`config.mk`:
```
export PLATFORM = sky130hd
export DESIGN_NAME = imm_gen_pipe_flat
export DESIGN_NICKNAME = d
export VERILOG_FILES = /design/src/rtl/imm_gen_pipe_pkg.sv /design/src/rtl/imm_gen_pipe_if.sv /design/src/rtl/imm_gen_pipe_extract.sv /design/src/rtl/imm_gen_pipe.sv /design/src/flat_wrapper.sv
export SDC_FILE = /design/constraint.sdc
export NUM_CORES = 1
export LEC_CHECK = 0
export ABC_AREA = 0
export CORE_UTILIZATION = 54
export DETAILED_ROUTE_END_ITERATION = 12
export PLACE_DENSITY = 0.81
export SLEW_MARGIN = 10
export SYNTH_ARGS = -nofsm -noshare
export SYNTH_HDL_FRONTEND = slang
export SYNTH_SLANG_ARGS = --single-unit
```
`constraint.sdc`:
```
create_clock -name clk -period 6.4 [get_ports clk]
set_input_delay 0.96 -clock clk [delete_from_list [all_inputs] [get_ports clk]]
set_output_delay 0.96 -clock clk [all_outputs]
set_load 0.01 [all_outputs]
```
`src/rtl/imm_gen_pipe_pkg.sv`:
```
// Shared immediate-select encodings. The decoder, the hazard logic and
// the immediate generator import this package.
package imm_defs;

    localparam int IMM_SEL_W = 3;

    localparam logic [IMM_SEL_W-1:0] IMM_TYPE_I = 3'b001;
    localparam logic [IMM_SEL_W-1:0] IMM_TYPE_B = 3'b010;
    localparam logic [IMM_SEL_W-1:0] IMM_TYPE_J = 3'b011;
    localparam logic [IMM_SEL_W-1:0] IMM_TYPE_S = 3'b100;
    localparam logic [IMM_SEL_W-1:0] IMM_TYPE_U = 3'b101;
    localparam logic [IMM_SEL_W-1:0] IMM_TYPE_Z = 3'b110;

endpackage

```
`src/rtl/imm_gen_pipe_if.sv`:
```
// Handshake bus of the immediate generator: decoder-side push channel and
// ID/EX-side pop channel. The block itself uses the slave modport.
interface imm_gen_pipe_if #(
    parameter int XLEN = 32
);
    import imm_defs::*;

    logic                 in_valid;
    logic                 in_ready;
    logic [31:0]          in_inst;
    logic [IMM_SEL_W-1:0] in_imm_sel;
    logic [XLEN-1:0]      in_pc;

    logic                 out_valid;
    logic                 out_ready;
    logic [XLEN-1:0]      out_imm;
    logic [XLEN-1:0]      out_target;
    logic [IMM_SEL_W-1:0] out_sel;
    logic                 out_illegal;

    modport slave (
        input  in_valid, in_inst, in_imm_sel, in_pc, out_ready,
        output in_ready, out_valid, out_imm, out_target, out_sel, out_illegal
    );

    modport master (
        output in_valid, in_inst, in_imm_sel, in_pc, out_ready,
        input  in_ready, out_valid, out_imm, out_target, out_sel, out_illegal
    );

endinterface

```
`src/rtl/imm_gen_pipe_extract.sv`:
```
// imm_extract: combinational immediate extraction from a raw instruction
// word. Every format is first assembled as a 32-bit value and then
// sign-extended to XLEN, so U-type sign-extends from bit 31 on XLEN=64
// and the zero-extended CSR uimm stays positive.
// Build option: IMM_ZICSR_EN enables select 3'b110 (CSR uimm); without it
// that select is reported illegal.
module imm_extract
    import imm_defs::*;
#(
    parameter int XLEN = 32
) (
    input  logic [31:0]          inst,
    input  logic [IMM_SEL_W-1:0] sel,
    output logic [XLEN-1:0]      imm,
    output logic                 illegal
);

    logic [31:0] imm32;
    logic        unused_opcode;

    // Opcode bits never contribute to any immediate.
    assign unused_opcode = ^inst[6:0];

    // Per-format field assembly; unsupported selects give zero and flag illegal.
    always_comb begin
        imm32   = '0;
        illegal = 1'b0;
        case (sel)
            IMM_TYPE_I: imm32 = {{20{inst[31]}}, inst[31:20]};
            IMM_TYPE_B: imm32 = {{20{inst[31]}}, inst[7], inst[30:25], inst[11:8], 1'b0};
            IMM_TYPE_J: imm32 = {{12{inst[31]}}, inst[19:12], inst[20], inst[30:21], 1'b0};
            IMM_TYPE_S: imm32 = {{20{inst[31]}}, inst[31:25], inst[11:7]};
            IMM_TYPE_U: imm32 = {inst[31:12], 12'b0};
`ifdef IMM_ZICSR_EN
            IMM_TYPE_Z: imm32 = {27'b0, inst[19:15]};
`endif
            default:    illegal = 1'b1;
        endcase
    end

    // Widen to the datapath; a no-op for XLEN=32.
    always_comb begin
        imm = XLEN'(signed'(imm32));
    end

endmodule

```
`src/rtl/imm_gen_pipe.sv`:
```
// imm_gen_pipe: pipelined immediate generator between the decoder and the
// ID/EX register. Immediate, pc+imm target, select and illegal flag are
// computed at enqueue and held in a 2-entry in-order skid FIFO.
// in_ready depends only on the occupancy count, so there is no
// combinational path from out_ready back to the decoder.
// Flush (from the hazard unit) empties the FIFO and drops any same-cycle push.
// Build option: IMM_ZICSR_EN (see imm_extract) enables the CSR uimm select.
module imm_gen_pipe
    import imm_defs::*;
#(
    parameter int XLEN = 32
) (
    input  logic         clk,
    input  logic         rst,
    input  logic         flush,
    imm_gen_pipe_if.slave bus
);

    typedef struct packed {
        logic [XLEN-1:0]      imm;
        logic [XLEN-1:0]      target;
        logic [IMM_SEL_W-1:0] sel;
        logic                 illegal;
    } entry_t;

    entry_t          mem_q [2];
    entry_t          wr_entry;
    entry_t          head;
    logic            wr_ptr_q, wr_ptr_d;
    logic            rd_ptr_q, rd_ptr_d;
    logic [1:0]      count_q, count_d;
    logic            push, pop;
    logic [XLEN-1:0] ext_imm;
    logic            ext_illegal;

    imm_extract #(.XLEN(XLEN)) u_extract (
        .inst    (bus.in_inst),
        .sel     (bus.in_imm_sel),
        .imm     (ext_imm),
        .illegal (ext_illegal)
    );

    assign bus.in_ready  = (count_q != 2'd2);
    assign bus.out_valid = (count_q != 2'd0);

    // Flush suppresses both sides of the handshake for this cycle.
    assign push = bus.in_valid  & bus.in_ready  & ~flush;
    assign pop  = bus.out_valid & bus.out_ready & ~flush;

    // Entry written at enqueue; target wraps modulo 2^XLEN.
    always_comb begin
        wr_entry         = '0;
        wr_entry.imm     = ext_imm;
        wr_entry.target  = bus.in_pc + ext_imm;
        wr_entry.sel     = bus.in_imm_sel;
        wr_entry.illegal = ext_illegal;
    end

    // Pointer and occupancy next-state; 1-bit pointers wrap freely.
    always_comb begin
        wr_ptr_d = wr_ptr_q ^ push;
        rd_ptr_d = rd_ptr_q ^ pop;
        count_d  = count_q;
        case ({push, pop})
            2'b10:   count_d = count_q + 2'd1;
            2'b01:   count_d = count_q - 2'd1;
            default: count_d = count_q;
        endcase
        if (flush) begin
            wr_ptr_d = 1'b0;
            rd_ptr_d = 1'b0;
            count_d  = 2'd0;
        end
    end

    // Pointer and count registers.
    always_ff @(posedge clk) begin
        if (rst) begin
            wr_ptr_q <= 1'b0;
            rd_ptr_q <= 1'b0;
            count_q  <= 2'd0;
        end else begin
            wr_ptr_q <= wr_ptr_d;
            rd_ptr_q <= rd_ptr_d;
            count_q  <= count_d;
        end
    end

    // FIFO storage, written only on an accepted push.
    always_ff @(posedge clk) begin
        if (rst) begin
            mem_q[0] <= '0;
            mem_q[1] <= '0;
        end else if (push) begin
            mem_q[wr_ptr_q] <= wr_entry;
        end
    end

    // Head entry, forced to zero when the FIFO is empty.
    always_comb begin
        head = '0;
        if (bus.out_valid) begin
            head = mem_q[rd_ptr_q];
        end
    end

    assign bus.out_imm     = head.imm;
    assign bus.out_target  = head.target;
    assign bus.out_sel     = head.sel;
    assign bus.out_illegal = head.illegal;

endmodule

```
`src/flat_wrapper.sv`:
```
// flat-port wrapper written by rule: the top's interface ports become plain ports
module imm_gen_pipe_flat import imm_defs::*;
#(
    parameter int XLEN = 32
)
  (clk, rst, flush, bus_in_valid, bus_in_inst, bus_in_imm_sel, bus_in_pc, bus_out_ready, bus_in_ready, bus_out_valid, bus_out_imm, bus_out_target, bus_out_sel, bus_out_illegal);
  imm_gen_pipe_if #(.XLEN(XLEN)) bus_i ();
  input  logic clk;
  input  logic rst;
  input  logic flush;
  input wire logic [$bits(bus_i.in_valid)-1:0] bus_in_valid;
  input wire logic [$bits(bus_i.in_inst)-1:0] bus_in_inst;
  input wire logic [$bits(bus_i.in_imm_sel)-1:0] bus_in_imm_sel;
  input wire logic [$bits(bus_i.in_pc)-1:0] bus_in_pc;
  input wire logic [$bits(bus_i.out_ready)-1:0] bus_out_ready;
  output wire logic [$bits(bus_i.in_ready)-1:0] bus_in_ready;
  output wire logic [$bits(bus_i.out_valid)-1:0] bus_out_valid;
  output wire logic [$bits(bus_i.out_imm)-1:0] bus_out_imm;
  output wire logic [$bits(bus_i.out_target)-1:0] bus_out_target;
  output wire logic [$bits(bus_i.out_sel)-1:0] bus_out_sel;
  output wire logic [$bits(bus_i.out_illegal)-1:0] bus_out_illegal;
  assign bus_i.in_valid = bus_in_valid;
  assign bus_i.in_inst = bus_in_inst;
  assign bus_i.in_imm_sel = bus_in_imm_sel;
  assign bus_i.in_pc = bus_in_pc;
  assign bus_i.out_ready = bus_out_ready;
  assign bus_in_ready = bus_i.in_ready;
  assign bus_out_valid = bus_i.out_valid;
  assign bus_out_imm = bus_i.out_imm;
  assign bus_out_target = bus_i.out_target;
  assign bus_out_sel = bus_i.out_sel;
  assign bus_out_illegal = bus_i.out_illegal;
  imm_gen_pipe #(.XLEN(XLEN)) u_core (.clk(clk), .rst(rst), .flush(flush), .bus(bus_i));
endmodule
```
Word-level counts from Yosys, hierarchy flattened
Memories as Yosys holds them, arrays and structs flattened. A register that Yosys moved wholly into a read port is not among the register bits.
Index checks and enable logic that the tools add are counted.
{ "op_classes": {"n_bitwise": 7, "add_sub_neg": 3, "n_eq_ne": 8, "n_mux": 13, "n_reduce_logical": 5} }
{ "ops": {"columns": ["operator", "count"], "rows": [
  ["$pmux 32 s5", 1],
  ["$mux 68", 2],
  ["$reduce_or 68->1", 1],
  ["$add 32x32->32", 1],
  ["$mux 1", 9],
  ["$eq 3x2->1 const B", 2],
  ["$eq 3x3->1 const B", 2],
  ["$reduce_or 5->1", 1],
  ["$and 1x1->1", 4],
  ["$pmux 2 s2", 1],
  ["$reduce_bool 2->1", 2],
  ["$eq 3x1->1 const B", 1],
  ["$add 2x1->2 const B", 1],
  ["$eq 2x1->1 const B", 1],
  ["$eq 2x2->1 const B", 1],
  ["$ne 2x2->1 const B", 1],
  ["$reduce_or 2->1", 1],
  ["$sub 2x1->2 const B", 1],
  ["$xor 1x1->1", 2],
  ["$not 1->1", 1]
]} }
{ "word_totals": {"input_bits": 72, "regBits": 4, "n_memories": 1, "elab_cells": 40, "mem_bits_rw": 136, "output_inout_bits": 70} }
{ "mem_list": {"columns": ["memory", "words", "width", "read_ports", "rd_clocked_by_memory_dff", "write_ports", "line", "text"], "rows": [
  ["u_core.mem_q", 2, 68, 1, 1, 2, "imm_gen_pipe.sv:26", "entry_t mem_q [2];"]
]} }

Logic depth before layout (Yosys ltp)
Gate-level depths: netlist of the first run.
{ "logic_depth": {"depth_word": 8, "ltp_mapped": 16} }

Cells and area by module
A second synthesis of the first run with hierarchy kept.
{ "unflattened": {"cells_unflattened": 809, "area_unflattened_um2": 8575.7} }
{ "modules_own_cells": {"columns": ["module", "instances", "cells_each", "seq_area_each_um2", "area_each_um2"], "rows": [
  ["imm_gen_pipe", 1, 720, 4164.0, 7818.7],
  ["imm_extract", 1, 89, 0.0, 757.0]
]} }

Least setup slack after synthesis of the first run
Ideal clock, no wire load.
{ "synth_timing": {"kind": "in2reg", "from": "input bus_in_valid", "to": "memory u_core.mem_q[0][0] (netlist bit) (enable)", "setup_time_ns": 0.508, "cell_stages": 4, "required_time_ns": 5.892, "arrival_ns": 4.519, "path_buffers": 1, "slack_ns": 1.373, "cell_sequence": "nand2_1 > or2_1 > buf_2 > o21bai_1"} }
{ "synth_rtl": {"columns": ["element", "line", "text"], "rows": [
  ["start, declared", "flat_wrapper.sv:11", "input wire logic [$bits(bus_i.in_valid)-1:0] bus_in_valid;"],
  ["end, declared", "imm_gen_pipe.sv:26", null]
]} }

==> metrics.cfg, run 1 <==
[detailed_routing]
drt-pass1-iter-count = 5
vias = 6803
ant_nets = 0
wl_per_cell_um = 18.8
drt_iter0_markers = 615
wl_um = 21600
via_per_inst = 5.91
post-route-drc-count = 0

[synth]
syn_area_um2 = 8280
synth.top_cell.area_share = 0.493
ys_warn_count = 0
yosysTopAreaCell = edfxtp_1
postSynthAreaPerCell_um2 = 9.86
yosysSeqAreaShare = 0.503
syn-num-nets = 945
yosysUniqueCellTypes = 60
synthCells = 840
async_reset_ff_frac = 0
yosys_register_bits = 140
synth.area.top_cells = edfxtp_1, nor2_1, mux2i_1
synth_edf_count = 136
ys.flop_type = edfxtp_1

[sta]
maxSlewViolCount = 0
period_minus_slack_ns = 5.02
setup_viol = 0
finalSetupTns_ns = 0
grt_setup_unrepaired = no
clock_skew_ns = 0.00828
worst_slew_pin_slew_ns = 1.10
worst_hold_slack_ns = 0.618
relSlewSlack = 0.266
hold_viol_final = 0
finalCritPeriodShare = 0.784
max_freq_mhz = 199

[die]
initial_core_util = 0.561
die_h_um = 126
io_pins = 142
fp.dieArea_um2 = 15800
die_x_um = 126
core-area_um2 = 14800
placementRows = 44

[cells_and_area]
layout_common_cells = nor2_1, edfxtp_1, clkdlybuf4s50_1, mux2i_1, a21oi_1
n_antenna_cell = 0
multi_input_area_um2 = 3750
final_common_cell = nor2_1
area_delta_synth_final_pct = 24.7
drive_gt1_frac = 0.0558
seq_area_um2 = 4170
num-nets-final = 1061
fill_cells = 1127

[power]
irDropWorstVdd_mv = 0.196
seqPwrFrac = 0.418
switching_share = 0.266
powerDensity_nw_per_um2 = 248
net-switching-power_w = 0.000681
leakagePower_nw = 3.87
intPower_w = 0.00188
power_frac_comb = 0.185
pwr-share-clk = 0.396

[grt]
grt_pass1_vias = 6698
grt_max_degree = 65
grt_use_total = 0.285
top_usage_layer = met2
grt_use_met3 = 0.0527
overflow = 0
grt_pass1_wl_um = 34400
antenna_found_initial = 0
met2_usage = 0.470
grt_use_met1 = 0.367

[worst_setup_path]
critPathKind = in -> reg
crit_family = simple AND/OR/NAND/NOR gates
start_kind = primary input
critPathBufInv = 3
cp.arrival_ns = 5.17
cp_slowest_stage_delay_ns = 0.68
worst_ep_required_time_ns = 6.55
cp-end-kind = register
path_max_fanout = 16
path_cells = clkdlybuf4s50_1, buf_4, nor3_1, nor2_1, and2_1, a21oi_1, inv_1, ha_1, and2_1, a21boi_0, a21oi_1, o21ai_0, nand3b_1, xnor2_1, nor2_1
slowest_stage = clkdlybuf4s50_1

[run]
maxCapViolCount = 0

[clock_tree]
cts_tree = done
cts_resized = 0
clkLatencyLatePin_ns = 0.43
clk_pin_slew_ns = 0.06
root_buffer = clkbuf_16
numCtsBuffers = 17
htree_levels = 4
postCtsSetupRepairBufs = 0
cts.sinks = 140
clock_path_buffers = 2
holdBufCountCts = 0

[run_status]
status = finished, final reports clean

[placement]
gp_congestion = 0.916
dpl.hpwl_um = 14900
port_buffers = 134

[worst_hold_path]
hold_path.class = reg -> reg

layer usage:
layer	vias to the layer above	share of wire
met1	3244	0.41
met5	-	0
met3	54	0.070
met2	333	0.49
li1	3172	-
met4	0	0.032
worst register-to-register path: stages, from the launching register on:
cell and delay, ns:
dfxtp_1 0.43, nand2b_1 0.16, nand2_1 0.08, or2_1 0.31, o21bai_4 0.87, buf_4 0.59
worst paths after layout:
check / cells past startpoint / slack, ns / startpoint / endpoint
hold reg to reg: 2 / 0.62 / u_core.count_q[1] / u_core.count_q[1]
setup / recovery: 15 / 1.38 / bus_in_imm_sel[0] / u_core.mem_q[0][32]
hold / removal: 2 / 0.62 / u_core.count_q[1] / u_core.count_q[1]
setup reg to reg: 5 / 3.59 / u_core.count_q[0] / u_core.mem_q[0][34]
power by group through the flow:
stage	clock network [W]	registers (W)	logic, W
after floorplan	0	0.00109	0.000310
after detailed placement	0	0.00109	0.000461
after global placement	0	0.00109	0.000457
final	0.00102	0.00107	0.000475
after CTS	0.00102	0.00107	0.000469
after global routing	0.00106	0.00108	0.000518
registers in the layout (all words and copies together) (netlist names):
name and count:
u_core.count_q 2, u_core.rd_ptr_q 1, u_core.mem_q 136, u_core.wr_ptr_q 1
stage by stage:
stage	area (µm²)	utilization	setup slack, ns	std cells	total power (W)
after floorplan	8280	-	1.37	840	0.00140
after global placement	9720	0.659	1.15	1121	0.00155
after detailed placement	9720	0.659	1.09	1121	0.00155
after CTS	10300	0.700	1.52	1152	0.00256
after global routing	10300	0.700	1.04	1152	0.00266
final	10300	0.700	1.38	1152	0.00256
logic make-up after synthesis:
kind of cell             synth area share
multiplexers                       0.0835
AND/OR/NAND/NOR                     0.169
AO/OA/AOI/OAI                       0.111
XOR/XNOR                           0.0360
adder cells (fa/ha/maj)            0.0508
flip-flops                          0.503
buffers and inverters              0.0474
synth_stat cells (all sizes together), types with 8 or more instances:
| library cell | count |
|---|---|
| a21oi | 66 |
| and2 | 8 |
| buf | 29 |
| clkbuf | 17 |
| edfxtp | 136 |
| ha | 32 |
| inv | 44 |
| mux2i | 68 |
| nand2 | 48 |
| nand4 | 9 |
| nor2 | 215 |
| nor3 | 17 |
| o21a | 12 |
| o21ai | 23 |
| xnor2 | 13 |
| xor2 | 21 |
cell type report:
cell class / instances / share of cell area
clock buffers: 18 / 0.0416
clock inverters: 13 / 0.0170
inverters: 44 / 0.0160
multi-input cells: 610 / 0.363
flip-flops and latches: 140 / 0.404
well taps: 184 / 0.0223
repair buffers: 143 / 0.136
(Power assumes the default switching activity.)
==> run 2: changes to the inputs <==
--- a/config.mk
+++ b/config.mk
@@ -6,9 +6,9 @@
 export NUM_CORES = 1
 export LEC_CHECK = 0
 export ABC_AREA = 0
-export CORE_UTILIZATION = 54
+export CORE_UTILIZATION = 49
 export DETAILED_ROUTE_END_ITERATION = 12
-export PLACE_DENSITY = 0.81
+export PLACE_DENSITY = 0.78
 export SLEW_MARGIN = 10
 export SYNTH_ARGS = -nofsm -noshare
 export SYNTH_HDL_FRONTEND = slang
==> constraint.sdc (replaced) <==
create_clock -name clk -period 4.3 [get_ports clk]
set_input_delay 0.645 -clock clk [delete_from_list [all_inputs] [get_ports clk]]
set_output_delay 0.645 -clock clk [all_outputs]
set_load 0.01 [all_outputs]
==> run 2 against run 1 <==
The flow now finishes with violations (design-rule violations). Design area grew 3.4%. Non-clock buffer count grew 38. Clock power grew 48%. Largest power group unchanged.
==> metrics.cfg, run 2 (synthesis results as in run 1) <==
[cells_and_area]
drive_gt1_frac = 0.0915  ; +0.0357
layout_common_cells = nor2_1, edfxtp_1, clkdlybuf4s50_1, mux2i_1, a21oi_1
largestRegisters = u_core.mem_q x136, u_core.count_q x2
area_delta_synth_final_pct = 28.9
num-nets-final = 1099  ; +3.6%
regMostFlops = u_core.mem_q
n_antenna_cell = 0  ; unchanged
final_common_cell = nor2_1
largest_register_ffs = 136  ; unchanged
design_area_um2 = 10700  ; +3.4%
fill_cells = 1324  ; +17%

[sta]
hold_viol_final = 0  ; unchanged
period_minus_slack_ns = 3.97
setup_viol = 0  ; unchanged
max_freq_mhz = 252
worst_slew_pin_slew_ns = 1.12  ; +0.0179 ns
setup_ws_ns = 0.329  ; -1.06 ns
clock_skew_ns = 0.00478  ; -0.00350 ns
finalSetupTns_ns = 0  ; unchanged
finalCritPeriodShare = 0.924
maxSlewViolCount = 0  ; unchanged
grt_setup_unrepaired = no
worst_hold_slack_ns = 0.606  ; -0.0126 ns
relSlewSlack = 0.256  ; -0.0100

[detailed_routing]
vias = 6759  ; -0.65%
post-route-drc-count = 2  ; +2
drt_iter0_markers = 530  ; -14%
wl_per_cell_um = 17.6  ; -6.4%
ant_nets = 0  ; unchanged
drt-pass1-iter-count = 11  ; +6
via_per_inst = 5.51  ; -6.6%
wl_um = 21600  ; -0.36%

[clock_tree]
holdBufCountCts = 0  ; unchanged
clock_path_buffers = 2  ; unchanged
cts_tree = done
htree_levels = 4  ; unchanged
cts.sinks = 140  ; unchanged
clk_pin_slew_ns = 0.06  ; about the same
root_buffer = clkbuf_16
postCtsSetupRepairBufs = 0  ; unchanged
numCtsBuffers = 17  ; unchanged
clkLatencyLatePin_ns = 0.42  ; about the same
cts_resized = 0  ; unchanged

[worst_setup_path]
path_max_fanout = 11  ; -5
r2r_start = u_core.count_q[0]
r2r_end = u_core.mem_q[0][59]
worst_ep_required_time_ns = 4.44  ; -2.11 ns
start_kind = primary input
cp.arrival_ns = 4.11  ; -1.06 ns
rrSetupSlack_ns = 1.71  ; -1.88 ns
critPathKind = in -> reg
cp-end-kind = register
ff2ff_path_depth = 6  ; +1

[placement]
gp_congestion = 0.916  ; about the same
dpl.hpwl_um = 15400  ; +3.2%
pre_cts_ws_ns = -0.0234  ; -1.11 ns
place_area_um2 = 10100  ; +3.7%
port_buffers = 134  ; unchanged

[die]
io_pins = 142  ; unchanged
die_h_um = 132  ; +4.9%
initial_core_util = 0.501  ; -0.0601
die_x_um = 132  ; +4.9%
fp.dieArea_um2 = 17400  ; +10%
placementRows = 47  ; +6.8%
core-area_um2 = 16500  ; +12%

[grt]
grt_pass1_wl_um = 34000  ; -1.3%
grt_max_degree = 69  ; +6.2%
antenna_found_initial = 0  ; unchanged
grt_pass1_vias = 6545  ; -2.3%
overflow = 0  ; unchanged
grt_use_total = 0.254  ; -0.0310

[worst_hold_path]
whs_path_depth = 2  ; unchanged
min_from = u_core.count_q[1]
hold_path.class = reg -> reg
holdPathEnd = u_core.count_q[1]

[run_status]
status = finished, violations left
violations = design-rule violations

[power]
power.total_w = 0.00386  ; +50%
irDropWorstVdd_mv = 0.300  ; +53%
powerDensity_nw_per_um2 = 361  ; +45%
leakagePower_nw = 4.06  ; +4.9%

[run]
maxCapViolCount = 0  ; unchanged

==> run 2: cell count changes in the layout (fill, tap and decap cells not counted), sizes merged <==
cell      before  now
clkbuf        18   17
clkinvlp       2    1
clkinv         7    8
inv           44   45
buf            9   47
==> run 2: routing by layer <==
metal / vias to the layer above / global-route usage / wire (µm)
li1: 3252 / - / -
met5: - / 0 / 0
met1: 3225 / 0.330 / 9300
met2: 244 / 0.422 / 10500
met3: 38 / 0.0481 / 1220
met4: 0 / 0.0982 / 588
==> run 2: layout make-up <==
cell class | count | area, µm² | area share
clock inverter | 14 | 176 | 0.0165
tap | 220 | 275 | 0.0258
sequential | 140 | 4170 | 0.390
clock buffer | 17 | 425 | 0.0398
multi-input combinational | 610 | 3750 | 0.351
inverter | 44 | 165 | 0.0155
timing repair buffer | 181 | 1720 | 0.161
==> run 2: worst max path at each step <==
stage	from	endpoint	slack (ns)	depth (start not counted)
3_3_place_gp	bus_in_imm_sel[0]	u_core.mem_q[0][34]	0.07	15
2_1_floorplan	bus_in_imm_sel[0]	u_core.mem_q[0][30]	0.50	15
3_5_place_dp	bus_in_imm_sel[0]	u_core.mem_q[0][30]	-0.02	15
4_1_cts	bus_in_imm_sel[0]	u_core.mem_q[0][30]	0.35	15
5_1_grt	bus_in_imm_sel[0]	u_core.mem_q[0][30]	0.10	15
6_report	bus_in_imm_sel[0]	u_core.mem_q[1][33]	0.33	15
==> run 2: report_power, final <==
group,internal [W],total (W),switching (W)
Combinational,0.000311,0.000752,0.000440
Sequential,0.00157,0.00160,0.0000227
Clock,0.000958,0.00151,0.000552
Total,0.00284,0.00386,0.00102
==> run 2: worst max-delay path: stages <==
cell and delay, ns:
clkdlybuf4s50_1 0.46, buf_4 0.20, nor3_1 0.23, nor2_1 0.08, and2_1 0.28, a21oi_1 0.35
inv_1 0.12, ha_1 0.36, o21ai_0 0.17, o21bai_1 0.11, a2111oi_0 0.47, o21bai_1 0.11
a31oi_1 0.17, xor2_1 0.26, nor2_1 0.08
==> run 2: through the flow <==
step / std cells / util
floorplan: 840 / -
global placement: 1195 / 0.610
detailed placement: 1195 / 0.610
CTS: 1226 / 0.646
global route: 1226 / 0.646
finish: 1226 / 0.646
